--- src/rtl/nivel2_controle.sv ---
// Level-2 microwave control: turns panel buttons, door switch and cook timer
// into the registered magnetron enable Q2 through a four-state controller.
module nivel2_controle #(
  parameter int SYNC_STAGES = 2
) (
  input  logic clk,
  input  logic rst_n,
  input  logic startn,
  input  logic stopn,
  input  logic clearn,
  input  logic door_closed,
  input  logic timer_done,
  output logic Q2
);

  localparam int NIN = 5;
  // Bit order {timer_done, door_closed, clearn, stopn, startn}; idle = released, door open, timer off
  localparam logic [NIN-1:0] IN_IDLE = 5'b00111;

  typedef enum logic [1:0] {
    IDLE  = 2'd0,
    COOK  = 2'd1,
    PAUSE = 2'd2,
    DONE  = 2'd3
  } state_t;

  logic [SYNC_STAGES-1:0][NIN-1:0] sync_q, sync_d;
  logic [NIN-1:0] in_raw;
  logic [NIN-1:0] in_s;

  logic   start_prev_q, start_prev_d;
  logic   start_evt;
  logic   stop_s, clear_s, door_s, timer_s;
  state_t state_q, state_d;
  logic   q2_q, q2_d;

  assign in_raw = {timer_done, door_closed, clearn, stopn, startn};
  assign in_s   = sync_q[SYNC_STAGES-1];

  genvar gi;
  generate
    for (gi = 0; gi < SYNC_STAGES; gi++) begin : g_sync
      if (gi == 0) begin : g_first
        assign sync_d[gi] = in_raw;
      end else begin : g_next
        assign sync_d[gi] = sync_q[gi-1];
      end
    end
  endgenerate

  assign stop_s  = ~in_s[1];
  assign clear_s = ~in_s[2];
  assign door_s  = in_s[3];
  assign timer_s = in_s[4];

  always_comb begin
    start_prev_d = in_s[0];
    // Edge detect on the synchronised button so a held START fires only once
    start_evt    = start_prev_q & ~in_s[0];
    state_d      = state_q;
    case (state_q)
      IDLE: begin
        if (start_evt && door_s && !timer_s && !stop_s && !clear_s)
          state_d = COOK;
      end
      COOK: begin
        if (clear_s)                 state_d = IDLE;
        else if (stop_s || !door_s)  state_d = PAUSE;
        else if (timer_s)            state_d = DONE;
      end
      PAUSE: begin
        if (clear_s)                                  state_d = IDLE;
        else if (timer_s)                             state_d = DONE;
        else if (start_evt && door_s && !stop_s)      state_d = COOK;
      end
      DONE: begin
        if (clear_s || !door_s) state_d = IDLE;
      end
      default: state_d = IDLE;
    endcase
    q2_d = (state_d == COOK);
  end

  always_ff @(posedge clk or negedge rst_n) begin
    if (!rst_n) begin
      sync_q       <= {SYNC_STAGES{IN_IDLE}};
      start_prev_q <= 1'b1;
      state_q      <= IDLE;
      q2_q         <= 1'b0;
    end else begin
      sync_q       <= sync_d;
      start_prev_q <= start_prev_d;
      state_q      <= state_d;
      q2_q         <= q2_d;
    end
  end

  assign Q2 = q2_q;

endmodule

--- config.mk ---
export PLATFORM = sky130hd
export DESIGN_NAME = nivel2_controle
export DESIGN_NICKNAME = d
export VERILOG_FILES = /design/src/rtl/nivel2_controle.sv
export SDC_FILE = /design/constraint.sdc
export NUM_CORES = 1
export LEC_CHECK = 0
export CAP_MARGIN = 20
export CORE_AREA = 4 4 41 43
export CTS_CLUSTER_DIAMETER = 150
export CTS_CLUSTER_SIZE = 12
export DETAILED_ROUTE_END_ITERATION = 10
export DIE_AREA = 0 0 45 47
export PLACE_DENSITY = 0.55
export SLEW_MARGIN = 20
export SYNTH_ARGS = -nofsm -noshare
export SYNTH_HDL_FRONTEND = slang
export SYNTH_SLANG_ARGS = --single-unit
--- constraint.sdc ---
create_clock -name clk -period 1.25 [get_ports clk]
set_input_delay 0.125 -clock clk [delete_from_list [all_inputs] [get_ports clk]]
set_output_delay 0.125 -clock clk [all_outputs]
set_load 0.05 [all_outputs]
==> results of run 1 <==
registers in the layout, indices dropped and copies added (netlist names):
register      flops
state_q           2
Q2                1
start_prev_q      1
in_s              5
sync_d            5
final cells by class:
cell class,count,area (µm²)
clock buffer,4,36.3
fill,124,704
inverter,1,3.75
multi-input combinational,14,91.3
sequential,14,359
tap,15,18.8
timing repair buffer,8,87.6
cell families after synthesis:
| kind of cell | share of synthesized area (%) |
|---|---|
| compound gates | 6.96 |
| buf+inv | 0.835 |
| simple gates | 12.3 |
| flops | 79.9 |
metrics by stage:
step	hold slack (ps)	worst slack [ps]	util (%)
5_1_grt	144	43.5	45.9
3_3_place_gp	332	221	42.7
3_5_place_dp	338	36.0	42.7
4_1_cts	138	18.6	45.5
2_1_floorplan	-171	237	-
6_report	140	134	45.9
where the power goes:
group,total (µW),switching [µW],internal [µW]
registers,493,11.9,481
logic,39.8,15.1,24.7
clock network,315,137,177
total,848,164,683
timing repair:
item	CTS	global route
resized for setup	0	1
setup buffers	0	0
hold buffers	0	0
endpoints found under the setup margin	0	2
routing by layer:
layer,wire [µm],up-vias
met1,285,129
li1,-,126
met3,43,3
met5,0,-
met2,327,11
met4,32,0
worst paths after layout:
check,to,slack (ps),depth (start not counted)
setup / recovery,state_q[0],130,3
hold / removal,state_q[0],140,2
setup reg to reg,state_q[0],130,3
hold reg to reg,in_s[4],350,0
max in group asynchronous,in_s[2],870,2
min in group clk,sync_d[5],240,1
cells in the final DEF (no fill, tap or decap):
master	instances
nand2_1	2
dfrtp_1	7
a21oi_1	1
clkbuf_8	1
buf_4	1
dfstp_2	7
o21a_1	1
nor3_2	1
o22ai_1	1
clkdlybuf4s50_1	6
o211ai_1	1
and3_1	1
buf_12	1
nand4b_1	1
o21ai_0	1
inv_1	1
clkbuf_4	3
nor3_1	1
nand3b_1	3
==> results.toml, run 1 <==
[status]
outcome = "completed"

[synth]
synth_top_area_cell = "dfstp_2"
yosysTopAreaCellShare_pct = 40.9
synth_nets = 36
avgSynthCellArea_um2 = 15.5
ys_warn_count = 0
syn_area_um2 = 449
synthCells = 29
synth-edff-count = 0
synth_cell_types = 13
synthArstFlopShare_pct = 100
seq_area_frac_synth_pct = 79.9
ys_top_cells_by_count = "7 x dfrtp_1, 7 x dfstp_2, 3 x nand3b_1, 2 x nand2_1, 2 x nor3_1"
synth_ff_type = "dfstp_2"
synth_seq_cells = 14
ys_top_cells_by_area = "dfstp_2 41%, dfrtp_1 39%, nand3b_1 5.0%, nor3_1 2.2%, nand4b_1 1.9%"

[global_route]
grt_use_met1_pct = 7.25
met3_usage_pct = 2.68
grt_pass1_vias = 289
antenna_found_initial = 0
grt_usage_pct = 8.31
busiest_layer = "met2"
grt_max_degree = 15
grt.overflow.total = 0
grt_use_met2_pct = 13.8
grt_pass1_wl_um = 1150

[timing]
final.min_clock_period_ps = 1120
worst_slew_pin_slew_ps = 238
rsz0062_at_grt = "no"
skew_ps = 5.83
setup_violations = 0
drv_slew = 0
min_period_over_period_pct = 89.3
fmax_ghz = 0.896
relSlewSlack_pct = 84.1
hold_violations = 0
tns_ps = 0

[setup_path]
startpoint = "in_s[1]"
worst-endpoint-required_ps = 1470
cp.arrival_ps = 1340
cp-end-kind = "flip-flop"
path_class = "flip-flop to flip-flop"
start_kind = "flip-flop"
slowest_stage = "dfstp_2"
max_stage_delay_ps = 550
path_max_fanout = 3
cpLargestDelayFamily = "flip-flops"
reg2reg_from = "in_s[1]"
path_buf_inv = 0
crit_chain = "nand4b_1, nor3_2, o21a_1"

[cts]
cts_buffers = 3
numClockSinks = 14
ctsLongestPathBuffers = 2
cts_tree = "built"
cts-root-buf = "clkbuf_4"
clk_latency_ps = 280
clk_pin_slew_ps = 80
htreeDepth = 1

[detailed_routing]
drt_iter0_markers = 0
via_per_inst = 4.80
drc = 0
firstDrtPassIters = 1
via_count = 269
wl_per_cell_um = 12.3
postRouteAntennaNets = 0
drt_wl_total_um = 689

[finish]
area_growth_pct = 32.9
fin_area_um2 = 597
final_cells = 56
drive_gt1_share_pct = 34.1
diodes = 0
fin_nets = 49

[hold_path]
hold_class = "primary input to async pin"

[floorplanning]
die_y_um = 47
fp.coreArea_um2 = 1300
start_util_pct = 34.5
ios = 8
die_x_um = 45
fp-row-count = 13
die-area_um2 = 2120

[power_and_ir_drop]
leakage_uw = 0.000253
vdd_drop_max_uv = 652
power_uw = 848
power_density_nw_per_um2 = 1420

[job]
max-cap-violations = 0

[placed_design]
io_buffers = 7
dp.cells = 52
dpl.hpwl_um = 512
dpl_cell_area_um2 = 556
place.gp.congestion = 0.734
(Power assumes the default switching activity.)
==> run 2, diff against run 1 <==
Settings changed: CELL_PAD_IN_SITES_DETAIL_PLACEMENT set to 0, CELL_PAD_IN_SITES_GLOBAL_PLACEMENT set to 1, PLACE_DENSITY 0.55 to 0.64.
==> run 2 against run 1 <==
- global-route usage decreased by 0.43 points
- design area decreased by 0.84%
- register-to-register slack about the same
- critical endpoint unchanged
- cell count unchanged
- routed wire length decreased by 7.7%
==> results.toml, run 2 (synthesis results as in run 1) <==
[status]
outcome = "completed"

[timing]
fin_ws_ps = 142
final.min_clock_period_ps = 1110
rsz0062_at_grt = "no"
skew_ps = 0.930
worst_slew_pin_slew_ps = 246
fmax_ghz = 0.903
tns_ps = 0
relSlewSlack_pct = 83.5
setup_violations = 0
drv_slew = 0
min_period_over_period_pct = 88.6
hold_violations = 0

[detailed_routing]
firstDrtPassIters = 4
wl_per_cell_um = 11.4
drt_iter0_markers = 3
via_count = 260
drc = 0
postRouteAntennaNets = 0
drt_wl_total_um = 636
via_per_inst = 4.64

[setup_path]
r2r-end = "state_q[0]"
endpoint = "state_q[0]"
cp-end-kind = "flip-flop"
startpoint = "in_s[1]"
path_max_fanout = 3
worst-endpoint-required_ps = 1470
start_kind = "flip-flop"
rr_worst_depth = 3
reg2reg_from = "in_s[1]"
path_class = "flip-flop to flip-flop"
r2r_setup_slack_ps = 140
cp.arrival_ps = 1330

[global_route]
grt_usage_pct = 7.88
grt_pass1_wl_um = 1050
antenna_found_initial = 0
grt_max_degree = 15
grt.overflow.total = 0
grt_pass1_vias = 271

[job]
max-cap-violations = 0

[finish]
fin_nets = 49
final_cells = 56
final_cell_mix = "7 x dfrtp_1, 7 x dfstp_2, 6 x clkdlybuf4s50_1"
area_growth_pct = 31.8
num-fill-cells = 129
diodes = 0
drive_gt1_share_pct = 31.7

[hold_path]
hold_class = "primary input to async pin"

[placed_design]
dp.cells = 52
dpl.hpwl_um = 448
io_buffers = 7
pre_cts_ws_ps = 164
place.gp.congestion = 0.615

[floorplanning]
ios = 8
die_y_um = 47
start_util_pct = 34.5
fp-row-count = 13
die-area_um2 = 2120
fp.coreArea_um2 = 1300
die_x_um = 45

[cts]
postCtsSetupBuffers = 0
cts_resized = 0
numClockSinks = 14
cts_tree = "built"
cts_buffers = 3
clk_latency_ps = 280
clk_pin_slew_ps = 80
ctsLongestPathBuffers = 2
holdBufCountCts = 0
htreeDepth = 1
cts-root-buf = "clkbuf_4"

[power_and_ir_drop]
vdd_drop_max_uv = 523
power_density_nw_per_um2 = 1440
leakage_uw = 0.000251
power_uw = 852
run 2: changes by cell type in the layout (fill, tap and decap cells not counted):
cell	delta
nor3_1	+1
nor3_2	-1
run 2: worst min path at each step:
stage,from,endpoint,slack (ps),cells past startpoint
2_1_floorplan,rst_n,Q2,-170,0
5_1_grt,rst_n,in_s[4],140,2
4_1_cts,rst_n,in_s[4],130,2
3_5_place_dp,sync_d[8],in_s[3],340,0
6_report,rst_n,sync_d[8],140,2
3_3_place_gp,sync_d[8],in_s[3],330,0
run 2: critical path, cell delays in order (launching register included):
cell and delay, ps:
dfstp_2 550, nand4b_1 120, nor3_1 220, o21a_1 170
run 2: layer usage:
metal,vias to the layer above,wire [µm],track usage [%]
li1,125,-,-
met1,120,245,7.18
met2,13,315,11.6
met3,2,60,4.60
met4,0,14,8.77
met5,-,0,0
run 2: stage by stage:
| step | hold WS, ps | utilization [%] | instance area (µm²) |
|---|---|---|---|
| CTS | 130 | 45.5 | 592 |
| global placement | 332 | 42.7 | 556 |
| finish | 138 | 45.5 | 592 |
| global route | 140 | 45.5 | 592 |
| detailed placement | 341 | 42.7 | 556 |
| floorplan | -171 | - | 449 |
run 2: final cells by class:
cell class / instances / area, µm² / share of cell area (%)
clock buffer: 4 / 36.3 / 6.13
inverter: 1 / 3.75 / 0.634
multi-input combinational: 14 / 86.3 / 14.6
sequential: 14 / 359 / 60.7
tap: 15 / 18.8 / 3.17
timing repair buffer: 8 / 87.6 / 14.8
run 2: where the power goes:
group / total (µW) / internal [µW] / switching, µW
logic: 38.9 / 24.5 / 14.4
registers: 493 / 481 / 11.2
clock network: 320 / 177 / 143
total: 852 / 683 / 169
==> run 3, diff against run 2 <==
Settings changed: SLEW_MARGIN 20 to not set.
==> results of run 3 <==
The final DEF is identical to that of run 2; final timing and power are the same.
